<file path="config.mk">
export PLATFORM = sky130hd
export DESIGN_NAME = lfsr_tick_timer_flat
export DESIGN_NICKNAME = d
export VERILOG_FILES = /design/src/rtl/lfsr_tick_timer_pkg.sv /design/src/rtl/lfsr_tick_timer_if.sv /design/src/rtl/lfsr_tick_timer_lfsr_core.sv /design/src/rtl/lfsr_tick_timer.sv /design/src/flat_wrapper.sv
export SDC_FILE = /design/constraint.sdc
export NUM_CORES = 1
export LEC_CHECK = 0
export ABC_AREA = 0
export CAP_MARGIN = 20
export CORE_MARGIN = 1
export CORE_UTILIZATION = 50
export CTS_BUF_LIST = sky130_fd_sc_hd__clkbuf_16
export DETAILED_ROUTE_END_ITERATION = 10
export PLACE_DENSITY = 0.76
export SETUP_SLACK_MARGIN = 0.5
export SLEW_MARGIN = 25
export SYNTH_ARGS = -nofsm -noshare
export SYNTH_HDL_FRONTEND = slang
export SYNTH_SLANG_ARGS = --single-unit
</file>
<file path="constraint.sdc">
create_clock -name clk -period 2.3 [get_ports clk]
set_input_delay 0.46 -clock clk [delete_from_list [all_inputs] [get_ports clk]]
set_output_delay 0.46 -clock clk [all_outputs]
set_load 0.02 [all_outputs]
</file>
<file path="src/rtl/lfsr_tick_timer_pkg.sv">
// Shared constants for the LFSR tick timer: width limits, Galois tap masks
// and the FSM state encoding.
package lfsr_tick_pkg;

  localparam int WIDTH_MIN = 4;
  localparam int WIDTH_MAX = 16;

  typedef enum logic [1:0] {
    ST_IDLE = 2'd0,
    ST_RUN  = 2'd1,
    ST_DONE = 2'd2
  } state_e;

  // Low-order coefficients of a primitive polynomial for each width; x^WIDTH is implied.
  localparam logic [WIDTH_MAX-1:0] TAPS [WIDTH_MIN:WIDTH_MAX] = '{
    16'h0003,  // 4 : x^4+x+1
    16'h0005,  // 5 : x^5+x^2+1
    16'h0003,  // 6 : x^6+x+1
    16'h0003,  // 7 : x^7+x+1
    16'h001D,  // 8 : x^8+x^4+x^3+x^2+1
    16'h0011,  // 9 : x^9+x^4+1
    16'h0009,  // 10: x^10+x^3+1
    16'h0005,  // 11: x^11+x^2+1
    16'h0053,  // 12: x^12+x^6+x^4+x+1
    16'h001B,  // 13: x^13+x^4+x^3+x+1
    16'h002B,  // 14: x^14+x^5+x^3+x+1
    16'h0003,  // 15: x^15+x+1
    16'h100B   // 16: x^16+x^12+x^3+x+1
  };

endpackage

</file>
<file path="src/rtl/lfsr_tick_timer_if.sv">
// Control/status bundle of the LFSR tick timer. The TickCount signal exists only
// when LFSR_TICK_COUNT_EN is defined.
interface lfsr_tick_timer_if #(
  parameter int WIDTH = 7
);
  logic             enable_i;
  logic             start_i;
  logic             mode_i;
  logic [WIDTH-1:0] terminal_i;
  logic             tick_o;
  logic             busy_o;
  logic             done_o;
  logic             config_error_o;
`ifdef LFSR_TICK_COUNT_EN
  logic [15:0]      tick_count_o;

  modport master (
    output enable_i, start_i, mode_i, terminal_i,
    input  tick_o, busy_o, done_o, config_error_o, tick_count_o
  );
  modport slave (
    input  enable_i, start_i, mode_i, terminal_i,
    output tick_o, busy_o, done_o, config_error_o, tick_count_o
  );
`else
  modport master (
    output enable_i, start_i, mode_i, terminal_i,
    input  tick_o, busy_o, done_o, config_error_o
  );
  modport slave (
    input  enable_i, start_i, mode_i, terminal_i,
    output tick_o, busy_o, done_o, config_error_o
  );
`endif
endinterface

</file>
<file path="src/rtl/lfsr_tick_timer_lfsr_core.sv">
// Galois LFSR register with synchronous load of SEED and single-step advance.
// Load wins over step.
module lfsr_core
  import lfsr_tick_pkg::*;
#(
  parameter int               WIDTH = 7,
  parameter logic [WIDTH-1:0] SEED  = '1
) (
  input  logic             clk,
  input  logic             rst,
  input  logic             step_i,
  input  logic             load_i,
  output logic [WIDTH-1:0] state_o
);
  localparam logic [WIDTH_MAX-1:0] TAP_FULL = TAPS[WIDTH];
  localparam logic [WIDTH-1:0]     TAP_MASK = TAP_FULL[WIDTH-1:0];

  logic [WIDTH-1:0] lfsr_q;
  logic [WIDTH-1:0] lfsr_d;
  logic [WIDTH-1:0] stepped;
  logic             fb;

  assign fb = lfsr_q[WIDTH-1];

  for (genvar gi = 0; gi < WIDTH; gi++) begin : g_bit
    if (gi == 0) begin : g_lsb
      assign stepped[gi] = fb & TAP_MASK[gi];
    end else begin : g_upper
      assign stepped[gi] = lfsr_q[gi-1] ^ (fb & TAP_MASK[gi]);
    end
  end

  always_comb begin
    lfsr_d = lfsr_q;
    if (load_i) begin
      lfsr_d = SEED;
    end else if (step_i) begin
      lfsr_d = stepped;
    end
  end

  always_ff @(posedge clk or posedge rst) begin
    if (rst) begin
      lfsr_q <= SEED;
    end else begin
      lfsr_q <= lfsr_d;
    end
  end

  assign state_o = lfsr_q;

endmodule

</file>
<file path="src/rtl/lfsr_tick_timer.sv">
// LFSR-based tick timer: periodic or one-shot ticks when the LFSR reaches a
// programmed terminal pattern. Define LFSR_TICK_COUNT_EN to add a 16-bit tick counter.
module lfsr_tick_timer
  import lfsr_tick_pkg::*;
#(
  parameter int               WIDTH = 7,
  parameter logic [WIDTH-1:0] SEED  = '1
) (
  input  logic              clk,
  input  logic              rst,
  lfsr_tick_timer_if.slave  bus
);
  state_e           state_q;
  logic [WIDTH-1:0] term_q;
  logic             mode_q;
  logic             tick_q;
  logic             busy_q;
  logic             done_q;
  logic             cerr_q;
  logic [WIDTH-1:0] lfsr_state;
  logic             start_ok;
  logic             start_bad;
  logic             match;
  logic             run_en;

  // An all-zero terminal can never be reached by a maximal-length LFSR, so it is rejected.
  assign start_ok  = bus.start_i && (bus.terminal_i != '0);
  assign start_bad = bus.start_i && (bus.terminal_i == '0);
  assign run_en    = (state_q == ST_RUN) && bus.enable_i;
  assign match     = run_en && (lfsr_state == term_q);

  lfsr_core #(
    .WIDTH (WIDTH),
    .SEED  (SEED)
  ) u_core (
    .clk     (clk),
    .rst     (rst),
    .step_i  (run_en),
    .load_i  (start_ok || match),
    .state_o (lfsr_state)
  );

  always_ff @(posedge clk or posedge rst) begin
    if (rst) begin
      state_q <= ST_IDLE;
      term_q  <= SEED;
      mode_q  <= 1'b0;
      tick_q  <= 1'b0;
      busy_q  <= 1'b0;
      done_q  <= 1'b0;
      cerr_q  <= 1'b0;
    end else begin
      tick_q <= 1'b0;
      cerr_q <= start_bad;
      if (start_ok) begin
        term_q  <= bus.terminal_i;
        mode_q  <= bus.mode_i;
        state_q <= ST_RUN;
        busy_q  <= 1'b1;
        done_q  <= 1'b0;
      end else if (match) begin
        tick_q <= 1'b1;
        if (mode_q) begin
          state_q <= ST_DONE;
          busy_q  <= 1'b0;
          done_q  <= 1'b1;
        end
      end
    end
  end

  assign bus.tick_o         = tick_q;
  assign bus.busy_o         = busy_q;
  assign bus.done_o         = done_q;
  assign bus.config_error_o = cerr_q;

`ifdef LFSR_TICK_COUNT_EN
  logic [15:0] tick_count_q;

  always_ff @(posedge clk or posedge rst) begin
    if (rst) begin
      tick_count_q <= 16'd0;
    end else if (start_ok) begin
      tick_count_q <= 16'd0;
    end else if (match) begin
      tick_count_q <= tick_count_q + 16'd1;
    end
  end

  assign bus.tick_count_o = tick_count_q;
`endif

endmodule

</file>
<file path="src/flat_wrapper.sv">
// flat-port wrapper written by rule: the top's interface ports become plain ports
module lfsr_tick_timer_flat import lfsr_tick_pkg::*;
#(
  parameter int               WIDTH = 7,
  parameter logic [WIDTH-1:0] SEED  = '1
)
  (clk, rst, bus_enable_i, bus_start_i, bus_mode_i, bus_terminal_i, bus_tick_o, bus_busy_o, bus_done_o, bus_config_error_o);
  lfsr_tick_timer_if #(.WIDTH(WIDTH)) bus_i ();
  input  logic clk;
  input  logic rst;
  input wire logic [$bits(bus_i.enable_i)-1:0] bus_enable_i;
  input wire logic [$bits(bus_i.start_i)-1:0] bus_start_i;
  input wire logic [$bits(bus_i.mode_i)-1:0] bus_mode_i;
  input wire logic [$bits(bus_i.terminal_i)-1:0] bus_terminal_i;
  output wire logic [$bits(bus_i.tick_o)-1:0] bus_tick_o;
  output wire logic [$bits(bus_i.busy_o)-1:0] bus_busy_o;
  output wire logic [$bits(bus_i.done_o)-1:0] bus_done_o;
  output wire logic [$bits(bus_i.config_error_o)-1:0] bus_config_error_o;
  assign bus_i.enable_i = bus_enable_i;
  assign bus_i.start_i = bus_start_i;
  assign bus_i.mode_i = bus_mode_i;
  assign bus_i.terminal_i = bus_terminal_i;
  assign bus_tick_o = bus_i.tick_o;
  assign bus_busy_o = bus_i.busy_o;
  assign bus_done_o = bus_i.done_o;
  assign bus_config_error_o = bus_i.config_error_o;
  lfsr_tick_timer #(.WIDTH(WIDTH), .SEED(SEED)) u_core (.clk(clk), .rst(rst), .bus(bus_i));
endmodule
</file>
==> results.cfg, run 1 <==
[critical_path]
cp_num_buf_inv = 1
r2r_cells = 5
r2r_start = u_core.u_core.state_o[6]
crit_family = compound AO/OA/AOI/OAI gates
worstPathRequired_ns = 2.47
slowest_stage = o41a_4
path_class = in -> reg
cp_max_fo = 7
end_kind = flop
worstSetupStartpointType = primary input
rrSetupSlack_ns = 0.75
max_stage_delay_ns = 0.57
path_cells = clkdlybuf4s50_1 -> o41a_4 -> a21oi_4 -> o211ai_2
arrival_ns = 1.89
crit_cells = 4
worst_r2r_endpoint = u_core.state_q[0]

[grt]
grt_usage_pct = 22.7
antenna_found_initial = 0
grt_max_degree = 20
grt_pass1_vias = 713
grt_first_pass_wirelength_um = 3150
grt_overflow = 0

[worst_hold_path]
whs_endpoint = u_core.term_q[1]
whs_path_depth = 3
worstHoldStart = bus_terminal_i[1]
min_path_type = in -> reg

[floorplan]
core_um2 = 1710
die_w_um = 44.7
rows = 15
ioPinCount = 16
dieArea_um2 = 1990
initial_core_util_pct = 53.3
dieHeight_um = 44.7

[routing]
wirelength_um = 1960
drt_iter0_drc = 27
post_drt_wl_per_cell_um = 14.3
via_count = 711
drc = 0
avgViaCountPerCell = 5.19
antenna_left = 0
drt_pass1_iterations = 4

[sta]
grt_setup_unrepaired = no
skew_ns = 0.00312
min_period_over_period_pct = 75.0
worst_pin_slew_ns = 0.713
fin_ws_ns = 0.574
hold_violations = 0
fmax_mhz = 580
max_slew_margin_pct = 52.4
setup_viol_count_final = 0
finalMaxSlewViolations = 0
min_period_ns = 1.73

[cells_and_area]
drive_gt1_share_pct = 28.6
final_cells = 137
final_core_util_pct = 70.8
multiInputGateArea_um2 = 415
seq_area_um2 = 493
syn_to_final_growth_pct = 33.0
diodes = 0
fillCellCount = 132
nets = 125

[power]
leakagePower_nw = 0.534
power.total_uw = 857
powerDensity_nw_per_um2 = 708
p_switching_uw = 202
ir_worst_vdd_mv = 0.540
power.share.sequential_pct = 45.6
intPower_uw = 654
comb_power_share_pct = 13.4
swShare_pct = 23.6
p_clk_share_pct = 41.0

[synthesis]
yosysSeqAreaShare_pct = 54.2
synthFlopType = dfstp_2
syn_nets = 101
synth.avg_cell_area_um2 = 10.2
syn_area_um2 = 910
synth_warnings = 0
synthCells = 89
synth_cell_types = 23
synth_edf_count = 0
ys_ff_latch = 19
synthArstFlopShare_pct = 100

[run_status]
status = completed

[cts]
ctsHtreeMaxLevel = 1
clock_sinks = 19
cts_buffers = 3
clock_latency_ns = 0.25
cts_buffer_depth = 2
clkTransAtPathRegs_ns = 0.05
cts-root-buf = clkbuf_16
hold_buffers = 0
cts_tree = built

[placement]
numPortBuffers = 15
post-place-ws_ns = -0.0158
gp_congestion = 0.800
hpwl_um = 1350
dp.cells = 130

[job]
drv_cap = 0
==> worst max-delay path by stage <==
stage                      startpoint                        to  slack, ns
floorplan           bus_terminal_i[0]  u_core.u_core.state_o[1]       0.53
global placement    bus_terminal_i[0]  u_core.u_core.state_o[1]       0.03
detailed placement  bus_terminal_i[0]  u_core.u_core.state_o[5]      -0.02
CTS                 bus_terminal_i[2]  u_core.u_core.state_o[1]       0.52
global route        bus_terminal_i[5]  u_core.u_core.state_o[1]       0.53
finish              bus_terminal_i[5]  u_core.u_core.state_o[1]       0.57
==> cell usage in the layout (no fill, tap or decap), types with 2 or more instances in the layout <==
cell type,netlist,final
nor3_1,2,2
dfrtp_1,5,5
inv_1,2,3
clkdlybuf4s50_1,0,11
nand2_1,35,35
xor2_1,7,7
buf_4,0,6
nand3_1,7,6
dfstp_2,14,14
clkbuf_16,0,3
nor4_1,2,2
buf_2,0,2
==> layout make-up <==
cell class / instances / share of cell area, %
sequential: 19 / 40.7
clock buffer: 3 / 6.20
clock inverter: 1 / 0.310
inverter: 2 / 0.620
multi-input combinational: 66 / 34.3
timing repair buffer: 21 / 15.2
tap: 25 / 2.59
==> power groups by stage <==
stage	clock network, mW	registers (mW)	logic, mW
detailed placement	0	0.396	0.107
floorplan	0	0.390	0.0665
finish	0.351	0.391	0.115
global route	0.372	0.394	0.126
CTS	0.360	0.391	0.110
global placement	0	0.395	0.103
==> synthesized netlist by cell type (all sizes together), types with 2 or more instances <==
cell type / instances / area (µm²)
xor2: 7 / 61.3
nor4: 3 / 25.0
nand3: 7 / 35.0
nand2: 35 / 131
nor3: 2 / 10.0
dfstp: 14 / 368
dfrtp: 5 / 125
inv: 2 / 7.51
a21oi: 2 / 21.3
==> logic make-up after synthesis <==
family	count (synthesis)	share of synthesized area (%)
and+or+nand+nor	51	25.6
AOI/OAI and AO/OA	7	10.9
DFF	19	54.2
buffers and inverters	4	1.65
xor gates and xnor gates	8	7.70
==> per-stage QoR <==
stage	hold WS, ns	area [µm²]	setup TNS (ns)
2_1_floorplan	0.401	910	0
3_3_place_gp	0.459	1110	0
3_5_place_dp	0.458	1110	-0.0206
4_1_cts	0.426	1200	0
5_1_grt	0.441	1210	0
6_report	0.429	1210	0
==> layer usage <==
layer	vias up	GRT usage, %	wire, µm
met5	-	0	0
li1	343	-	-
met2	27	38.5	1000
met4	0	13.3	31
met3	4	4.90	104
met1	337	26.2	822
==> flip-flops by register name (all words and copies together), names as in the netlist <==
signal                     count
u_core.term_q                  7
u_core.bus.config_error_o      1
u_core.state_q                 1
u_core.bus.done_o              1
u_core.bus.tick_o              1
u_core.u_core.state_o          7
u_core.mode_q                  1
==> what timing repair did <==
| action | 4_1_cts | 5_1_grt |
|---|---|---|
| setup endpoints to repair | 15 | 9 |
| buffers inserted | 3 | 0 |
| gates resized for setup | 12 | 1 |
| pin swaps | 3 | 1 |
==> worst reg2reg max path, cell delays in order (launching register included) <==
cell	delay, ns
dfstp_2	0.58
xor2_1	0.08
nor4_1	0.30
buf_4	0.19
nand3_1	0.10
a21o_1	0.20
(Power assumes the default switching activity.)
==> inputs of run 2 (changes only) <==
- clock period: 2.3 -> 1.6 ns (I/O delays scaled with it)
==> results.cfg, run 2 (synthesis gave the netlist of run 1 again) <==
[floorplan]
dieHeight_um = 44.7
ioPinCount = 16
initial_core_util_pct = 53.3
rows = 15
core_um2 = 1710
die_w_um = 44.7
dieArea_um2 = 1990

[cts]
clkTransAtPathRegs_ns = 0.05
clock_sinks = 19
cts_tree = built
hold_buffers = 0
cts_buffers = 3
cts-root-buf = clkbuf_16
cts_buffer_depth = 2
clock_latency_ns = 0.25
ctsHtreeMaxLevel = 1

[critical_path]
arrival_ns = 1.80
cp_max_fo = 4
worstPathRequired_ns = 1.79
worstSetupStartpointType = primary input
end_kind = flop
path_class = in -> reg
crit_top_cell = buf_6
slowest_stage = or4_4
path_cells = buf_6 -> or4_4 -> buf_6 -> buf_6 -> o41ai_4 -> buf_4 -> nand2_1 -> nand2_1
max_stage_delay_ns = 0.55

[sta]
max_slew_margin_pct = 79.8
grt_setup_unrepaired = yes
min_period_ns = 1.61
skew_ns = 0.00242
fmax_mhz = 620
hold_violations = 0
fin_ws_ns = -0.0120
holdWs_ns = 0.283
setup_viol_count_final = 3
finalMaxSlewViolations = 0
worst_pin_slew_ns = 0.302
min_period_over_period_pct = 101

[power]
ir_worst_vdd_mv = 0.615
leakagePower_nw = 0.650
powerDensity_nw_per_um2 = 892
power.total_mw = 1.30

[grt]
grt_first_pass_wirelength_um = 3450
grt_overflow = 0
antenna_found_initial = 0
grt_usage_pct = 24.6
grt_max_degree = 20
grt_pass1_vias = 784

[cells_and_area]
nets = 143
final_cell_mix = nand2_1 (29), buf_4 (21), dfstp_2 (14), buf_6 (8)
diodes = 0
final_cell_area_um2 = 1460
drive_gt1_share_pct = 59.2
layout_commonest_cell = nand2_1
syn_to_final_growth_pct = 60.1

[routing]
post_drt_wl_per_cell_um = 16.8
wirelength_um = 2610
antenna_left = 0
drc = 0
drt_pass1_iterations = 5
drt_iter0_drc = 18
via_count = 839
avgViaCountPerCell = 5.41

[placement]
numPortBuffers = 15
dpl_cell_area_um2 = 1190
hpwl_um = 1380
gp_congestion = 0.784

[job]
drv_cap = 0

[run_status]
status = finished, violations left
failed_checks = setup timing

[worst_hold_path]
min_path_type = in -> reg
## run 2: cell types whose count changed in the layout (fill, tap and decap cells not counted), moves of 4 or more
| cell | delta |
|---|---|
| buf_4 | +15 |
| buf_6 | +8 |
| clkdlybuf4s50_1 | -4 |
| nand2_1 | -6 |
| nand2_2 | +6 |
| nand3_1 | -6 |
| nand3_2 | +6 |
| xor2_1 | -4 |
| xor2_2 | +4 |
## run 2: cell type report
cell class | count | area [µm²]
sequential | 19 | 494
timing repair buffer | 39 | 333
clock inverter | 1 | 3.75
fill | 86 | 251
multi-input combinational | 66 | 512
inverter | 2 | 7.51
clock buffer | 3 | 75.1
tap | 25 | 31.3
## run 2: final timing paths
kind	startpoint	end	slack, ns	depth (start not counted)
min in group asynchronous	rst	u_core.bus.config_error_o	0.39	3
worst min-delay path	bus_terminal_i[0]	u_core.term_q[0]	0.28	3
worst max-delay path	bus_terminal_i[1]	u_core.term_q[5]	-0.01	8
worst min register to register	u_core.term_q[6]	u_core.term_q[6]	0.47	2
max in group asynchronous	rst	u_core.term_q[3]	0.95	3
worst max register to register	u_core.u_core.state_o[2]	u_core.u_core.state_o[4]	0.02	6
## run 2: routing by layer
metal	vias to the layer above	track usage (%)	wire length, µm
met5	-	0	0
met4	0	13.9	42
met3	6	4.90	99
met2	40	42.6	1460
met1	415	28.0	1010
li1	378	-	-
## run 2: stage by stage
stage	std cells	setup TNS (ns)	utilization [%]	setup WS, ns
2_1_floorplan	89	-0.168	-	-0.0332
3_3_place_gp	139	-8.15	69.7	-0.492
3_5_place_dp	139	-8.68	69.7	-0.539
4_1_cts	150	-0.0136	78.4	-0.00683
5_1_grt	155	-0.208	85.3	-0.0519
6_report	155	-0.0211	85.3	-0.0120
## run 2: timing repair
item	CTS	global route
resized for setup	42	20
endpoints found under the setup margin	23	22
pin swaps	6	11
setup buffers	7	5
## run 2: where the power goes
| part | internal [mW] | switching [mW] | leakage (nW) |
|---|---|---|---|
| registers | 0.535 | 0.0376 | 0.208 |
| logic | 0.113 | 0.118 | 0.400 |
| clock network | 0.332 | 0.165 | 0.0423 |
| total | 0.980 | 0.320 | 0.650 |
## run 2: worst max-delay path: cells and delay by family
family	cells	cell delay (ns)
AO/OA/AOI/OAI	1	0.25
AND/OR/NAND/NOR	3	0.68
buffers and inverters	4	0.54
